File: src/rtl/request_scheduler_if.sv
// Call-button / controller-feedback bundle between the elevator front panel,
// the request scheduler and the controller.
interface request_scheduler_if #(
  parameter int F_N = 8
);
  logic [F_N-1:0] call_btn;
  logic [7:0]     curr_floor;
  logic [3:0]     state;
  logic [2:0]     req;
  logic [F_N-1:0] pending;
  logic [7:0]     pending_cnt;

  modport master (
    output call_btn, curr_floor, state,
    input  req, pending, pending_cnt
  );

  modport slave (
    input  call_btn, curr_floor, state,
    output req, pending, pending_cnt
  );
endinterface

File: src/rtl/request_scheduler.sv
// Latches floor calls as pending requests, clears them while the door is open
// at that floor, and derives the {go_up, go_down, open_door} request vector.
module request_scheduler #(
  parameter int F_N = 8
) (
  input  logic            clk10hz,
  input  logic            rst,
  request_scheduler_if.slave bus
);

  typedef enum logic [3:0] {
    ST_INIT       = 4'd0,
    ST_UP         = 4'd1,
    ST_DOWN       = 4'd2,
    ST_UP_OPEN    = 4'd3,
    ST_UP_CLOSE   = 4'd4,
    ST_DOWN_OPEN  = 4'd5,
    ST_DOWN_CLOSE = 4'd6
  } ctrl_state_e;

  logic [F_N-1:0] s1, s2, s2_d;
  logic [F_N-1:0] rise;
  logic [F_N-1:0] clr;
  logic [F_N-1:0] pending_q, pend_next;
  logic [7:0]     cnt_q, cnt_next;
  logic           door_open;
  logic           open_here, up_any, down_any;

  // NOTE: sequential state uses non-blocking assignments so every flop in the
  // synchronizer chain samples its predecessor's pre-edge value.
  always_ff @(posedge clk10hz or posedge rst) begin
    if (rst) begin
      s1        <= '0;
      s2        <= '0;
      s2_d      <= '0;
      pending_q <= '0;
      cnt_q     <= '0;
    end else begin
      s1        <= bus.call_btn;
      s2        <= s1;
      s2_d      <= s2;
      pending_q <= pend_next;
      cnt_q     <= cnt_next;
    end
  end

  assign rise = s2 & ~s2_d;

  // NOTE: every variable gets a default before the loop so no latch is inferred.
  always_comb begin
    door_open = (bus.state == ST_UP_OPEN) || (bus.state == ST_DOWN_OPEN);
    clr       = '0;
    pend_next = '0;
    cnt_next  = '0;
    open_here = 1'b0;
    up_any    = 1'b0;
    down_any  = 1'b0;
    // An out-of-range floor matches no index, so it never clears and every
    // pending floor reads as "below", steering recovery downward.
    for (int i = 0; i < F_N; i++) begin
      clr[i]       = door_open && (bus.curr_floor == 8'(i));
      pend_next[i] = (pending_q[i] | rise[i]) & ~clr[i];
      cnt_next     = cnt_next + 8'(pend_next[i]);
      if (bus.curr_floor == 8'(i)) open_here = open_here | pending_q[i];
      if (8'(i) > bus.curr_floor)  up_any    = up_any    | pending_q[i];
      if (8'(i) < bus.curr_floor)  down_any  = down_any  | pending_q[i];
    end
  end

  assign bus.req         = {up_any, down_any, open_here};
  assign bus.pending     = pending_q;
  assign bus.pending_cnt = cnt_q;

endmodule

File: src/flat_wrapper.sv
// flat-port wrapper written by rule: the top's interface ports become plain ports
module request_scheduler_flat 
#(
  parameter int F_N = 8
)
  (clk10hz, rst, bus_call_btn, bus_curr_floor, bus_state, bus_req, bus_pending, bus_pending_cnt);
  request_scheduler_if #(.F_N(F_N)) bus_i ();
  input  logic clk10hz;
  input  logic rst;
  input wire logic [$bits(bus_i.call_btn)-1:0] bus_call_btn;
  input wire logic [$bits(bus_i.curr_floor)-1:0] bus_curr_floor;
  input wire logic [$bits(bus_i.state)-1:0] bus_state;
  output wire logic [$bits(bus_i.req)-1:0] bus_req;
  output wire logic [$bits(bus_i.pending)-1:0] bus_pending;
  output wire logic [$bits(bus_i.pending_cnt)-1:0] bus_pending_cnt;
  assign bus_i.call_btn = bus_call_btn;
  assign bus_i.curr_floor = bus_curr_floor;
  assign bus_i.state = bus_state;
  assign bus_req = bus_i.req;
  assign bus_pending = bus_i.pending;
  assign bus_pending_cnt = bus_i.pending_cnt;
  request_scheduler #(.F_N(F_N)) u_core (.clk10hz(clk10hz), .rst(rst), .bus(bus_i));
endmodule
File: config.mk
export PLATFORM = sky130hd
export DESIGN_NAME = request_scheduler_flat
export DESIGN_NICKNAME = d
export VERILOG_FILES = /design/src/rtl/request_scheduler_if.sv /design/src/rtl/request_scheduler.sv /design/src/flat_wrapper.sv
export SDC_FILE = /design/constraint.sdc
export NUM_CORES = 1
export LEC_CHECK = 0
export ABC_AREA = 1
export CAP_MARGIN = 20
export CORE_MARGIN = 4
export CORE_UTILIZATION = 50
export DETAILED_ROUTE_END_ITERATION = 7
export GPL_TIMING_DRIVEN = 0
export PLACE_DENSITY = 0.8
export REMOVE_ABC_BUFFERS = 1
export SKIP_LAST_GASP = 1
export SYNTH_ARGS = -nofsm -noshare
export SYNTH_HDL_FRONTEND = slang
export SYNTH_SLANG_ARGS = --single-unit
export TNS_END_PERCENT = 5
File: constraint.sdc
create_clock -name clk10hz -period 6.6 [get_ports clk10hz]
set_input_delay 0.99 -clock clk10hz [delete_from_list [all_inputs] [get_ports clk10hz]]
set_output_delay 0.99 -clock clk10hz [all_outputs]
set_load 0.005 [all_outputs]
### Yosys cells after proc, flatten, opt, wreduce, memory -nomap -nowiden

Index checks and enable logic that the tools add are counted.
W data, S select, Z words.

* output and inout port bits: 19
* memories: 0
* input bits: 22
* memory bits (read-only): 0
* logic and storage cells: 118
* flip-flop bits (word level): 40
* bits in latches: 0
* bits in writable memories: 0

* $lt $le $gt $ge: 16
* bitwise gates (word level): 47
* shifts and indexed selects: 0
* muxes and demuxes: 24
* $mul: 0
* equality and inequality tests: 9
* reduce and logical (&&, ||, !) cells: 10
* add/sub/neg operators: 7
* divide/modulo/power cells: 0

Operator list (number)
* $add A8 B1 Y8: 6
* $eq A8 B3 Y1 const B: 4
* $gt A3 B8 Y1 const A: 4
* $lt A3 B8 Y1 const A: 4
* $or A1 B1 Y1: 29
* $mux W1: 24
* $eq A8 B2 Y1 const B: 2
* $gt A1 B8 Y1 const A: 2
* $gt A2 B8 Y1 const A: 2
* $lt A1 B8 Y1 const A: 2
* $lt A2 B8 Y1 const A: 2
* $and A1 B1 Y1: 8
* $and A8 B8 Y8: 1
* $eq A8 B1 Y1 const B: 1
* $logic_and A1 B1 Y1: 8
* $logic_not A8 Y1: 1
* $not A1 Y1: 8
* $not A8 Y8: 1
* $eq A4 B2 Y1 const B: 1
* $eq A4 B3 Y1 const B: 1
* $add A1 B1 Y2: 1
* $logic_or A1 B1 Y1: 1

### Longest topological paths before layout

* depth in word-level cells: 16
* gate-level depth with buffers: 14
* mapped depth without buffers: 14

### Worst setup path after synthesis

OpenSTA, ideal clock, no wires.

* kind: input-to-reg
* start point: in bus_curr_floor[5]
* end point: reg u_core.cnt_q[1], in the netlist u_core.bus.pending_cnt[1]
* cell stages on the path: 14
* path buffers: 1
* arrival time: 3.723 ns
* data required time: 6.536 ns
* slack: 2.813 ns
* path through: nor2_2 > nand2_2 > buf_6 > nor3_1 > a21oi_1 > ha_1 > inv_1 > fa_1 > inv_1 > fa_1 > fa_1 > inv_1 > fa_1 > inv_1

* cells in the longest elaborated chain, start to end: 11
* elaborated cells on any way between the ends: 39
* those cells by class: add/sub: 7; eq/ne: 7; bitwise: 16; reduce/logical: 9

RTL lines
* from (decl): line flat_wrapper.sv:11 `input wire logic [$bits(bus_i.curr_floor)-1:0] bus_curr_floor;`
* $eq A8 B1 Y1: line request_scheduler.sv:61 `clr[i] = door_open && (bus.curr_floor == 8'(i));`
* $logic_and A1 B1 Y1: line request_scheduler.sv:61
* $not A1 Y1: line request_scheduler.sv:62 `pend_next[i] = (pending_q[i] | rise[i]) & ~clr[i];`
* $and A1 B1 Y1: line request_scheduler.sv:62
* net u_core.pend_next[1]: line request_scheduler.sv:24 `logic [F_N-1:0] pending_q, pend_next;`
* $add A1 B1 Y2: line request_scheduler.sv:63 `cnt_next = cnt_next + 8'(pend_next[i]);`
* $add A8 B1 Y8 (6 in a row): line request_scheduler.sv:63
* net u_core.cnt_next[1]: line request_scheduler.sv:25 `logic [7:0] cnt_q, cnt_next;`
* to (signal assigned): line request_scheduler.sv:43 `cnt_q <= cnt_next;`
* to (decl): line request_scheduler.sv:25

The timed path passes the listed nets, and every way through them passes these cells.

### Worst setup path after layout

* start point: in bus_curr_floor[3]
* end point: reg u_core.cnt_q[1], in the netlist u_core.bus.pending_cnt[1]

Same word-level chain as after synthesis.

==> results.cfg <==
[job]
maxCapViolations = 0

[grt]
antenna_found_initial = 0
grt_max_degree = 26
grt_usage = 0.178
grt_pass1_wl_mm = 5.75
grt-ovfl-total = 0
grt_pass1_vias = 1281

[floorplan]
io_pins = 41
rows = 20
die_width_um = 66.6
initial_core_util = 0.544
chipHeight_um = 66.6
coreArea_um2 = 3150
die_area_um2 = 4430

[clock_network]
ctsLongestPathBuffers = 2
clock_sinks = 36
post_cts_resized = 0
clk_latency_ps = 350
clkTransAtPathRegs_ps = 90
cts-root-buf = clkbuf_4
post_cts_buffers = 0
h-tree-depth = 2
cts-hold-fix-buffers = 0
cts_tree = done
numCtsBuffers = 5

[power_and_ir_drop]
p_switching_mw = 0.0892
switching_share = 0.229
leakage_nw = 1.09
power_frac_clock = 0.307
seqPwrFrac = 0.595
pwr-share-comb = 0.098
peakVddDrop_mv = 0.163
pwr_density_cell_nw_per_um2 = 181
p_int_mw = 0.300

[synth]
ys_warn_count = 0
ys_seq_elements = 36
ys_types = 22
netlist.area_leader.share = 0.526
avgSynthCellArea_um2 = 8.93
synthTopCellsByArea = dfrtp_1 (53%), inv_1 (7.7%), nand2_1 (7.2%), nor2_1 (5.0%), fa_1 (4.7%)
syn_inst = 192
syn-cell-area_um2 = 1710
synth_area_leader_cell = dfrtp_1
yosysSeqAreaShare = 0.526

[worst_setup_path]
path_max_fanout = 5
crit_type = primary input to flop
startpoint = bus_curr_floor[3]
critPathCaptureType = flop
worstRegToRegCells = 11
rr_startpoint = u_core.bus.pending[1]
required_ps = 6890
rrSetupSlack_ps = 3580
r2r_end = u_core.bus.pending_cnt[1]
startpoint_type = primary input
arrival_ps = 4430
crit_end = u_core.bus.pending_cnt[1]

[finish]
final-instance-count-excl-fill = 275
area_delta_synth_final_pct = 25.8
nFillCells = 284
final_nets = 259
drive_above_1_share = 0.0909
antenna_cells = 0
post-route-util = 0.684

[sta]
fin_skew_ps = 15.3
maxSlewHeadroom = 0.645
timing.final.crit_share = 0.627
slew_viol_final = 0
rsz0062_at_grt = no
worst_slew_pin_slew_ps = 532
fin_setup_tns_ps = 0
max_freq_mhz = 242
fin_crit_ps = 4140
final-setup-viol-count = 0
final_hold_viol_count = 0
finalHoldWorstSlack_ps = 356

[routing]
antenna_left = 0
routed_via_density = 4.73
drtIter0Drc = 99
wire_per_inst_um = 12.2
drc = 0
drt-pass1-iter-count = 4
wl_mm = 3.35
num_vias = 1301

[placement]
dp.cells = 267
dp_hpwl_mm = 2.66
place.gp.congestion = 0.821
io_buffers = 36

[min_path]
hold_path_class = flop to flop

[run_status]
outcome = finished clean
power groups by stage:
| stage | Sequential (mW) | Clock, mW | Combinational [mW] |
|---|---|---|---|
| final | 0.232 | 0.120 | 0.0383 |
| after global routing | 0.233 | 0.137 | 0.0433 |
| after CTS | 0.232 | 0.124 | 0.0388 |
| after detailed placement | 0.236 | 0 | 0.0386 |
| after global placement | 0.235 | 0 | 0.0361 |
| after floorplan | 0.235 | 0 | 0.0158 |
flip-flops by register name (all words and copies together), names as in the netlist:
signal and count:
u_core.s2_d 8, u_core.bus.pending 8, u_core.bus.pending_cnt 4, u_core.s2 8
u_core.s1 8
routing by layer:
layer  vias to the layer above  routed length (um)  track usage  part of all wire
met1                       600                1470        0.233              0.44
met3                         7                 287       0.0725             0.086
met2                        44                1520        0.267              0.46
met5                         -                   0            0                 0
li1                        650                   -            -                 -
met4                         0                  60       0.0635             0.018
cell usage in the layout (no fill, tap or decap), types with 3 or more instances in the layout:
| master | synthesis | final |
|---|---|---|
| inv_1 | 35 | 35 |
| clkdlybuf4s50_1 | 0 | 36 |
| o21ai_2 | 3 | 3 |
| conb_1 | 1 | 4 |
| fa_1 | 4 | 4 |
| a21oi_1 | 13 | 13 |
| nor2_1 | 23 | 23 |
| dfrtp_1 | 36 | 36 |
| clkbuf_4 | 0 | 5 |
| nor2_2 | 9 | 9 |
| nand3_1 | 12 | 12 |
| ha_1 | 3 | 3 |
| nand2_1 | 33 | 33 |
cell type report:
class	count	area, um2	area share
clock buffers	8	58.8	0.0273
inverters	36	135	0.0627
repair buffers	37	388	0.180
well taps	44	55.1	0.0255
flip-flops and latches	36	901	0.418
multi-input cells	114	618	0.287
metrics by stage:
stage          instance area (um2)  worst slack [ps]  power, mW
2_1_floorplan                 1650              2820      0.251
3_3_place_gp                  2070              2140      0.272
3_5_place_dp                  2100              2110      0.275
4_1_cts                       2160              2470      0.395
5_1_grt                       2160              2290      0.413
6_report                      2160              2460      0.389
critical path, stage by stage:
cell	delay, ps
clkdlybuf4s50_1	480
nor2_2	220
nand2_1	140
nor3_1	180
a21oi_1	130
ha_1	290
inv_1	50
fa_1	490
inv_1	60
fa_1	440
fa_1	400
inv_1	80
fa_1	410
inv_1	60
how the worst min path moves through the flow:
stage                      start           end  slack (ps)  depth (start not counted)
global route        u_core.s1[3]  u_core.s2[3]         360                          0
CTS                 u_core.s1[1]  u_core.s2[1]         360                          0
detailed placement  u_core.s1[1]  u_core.s2[1]         330                          0
global placement    u_core.s1[5]  u_core.s2[5]         330                          0
floorplan           u_core.s1[0]  u_core.s2[0]         330                          0
finish              u_core.s1[3]  u_core.s2[3]         360                          0
synth_stat cells (all sizes together):
cell type / instances
nand3: 12
inv: 36
o21ai: 3
and3: 2
dfrtp: 36
ha: 3
a21o: 1
a21oi: 13
fa: 4
nor2: 32
conb: 1
buf: 9
nand3b: 1
nor3: 1
nand4: 2
xnor2: 1
o21bai: 1
nand2: 34
cell families (layout without fill, tap and decap cells):
kind of cell	after synthesis	count (layout)	synth area share
AOI/OAI and AO/OA	18	18	0.0620
xor gates and xnor gates	1	1	0.00511
DFF	36	36	0.526
buffers and inverters	45	81	0.120
other	1	4	0.00219
and+or+nand+nor	84	84	0.216
adders and majority gates	7	7	0.0686
(Power assumes the default switching activity.)
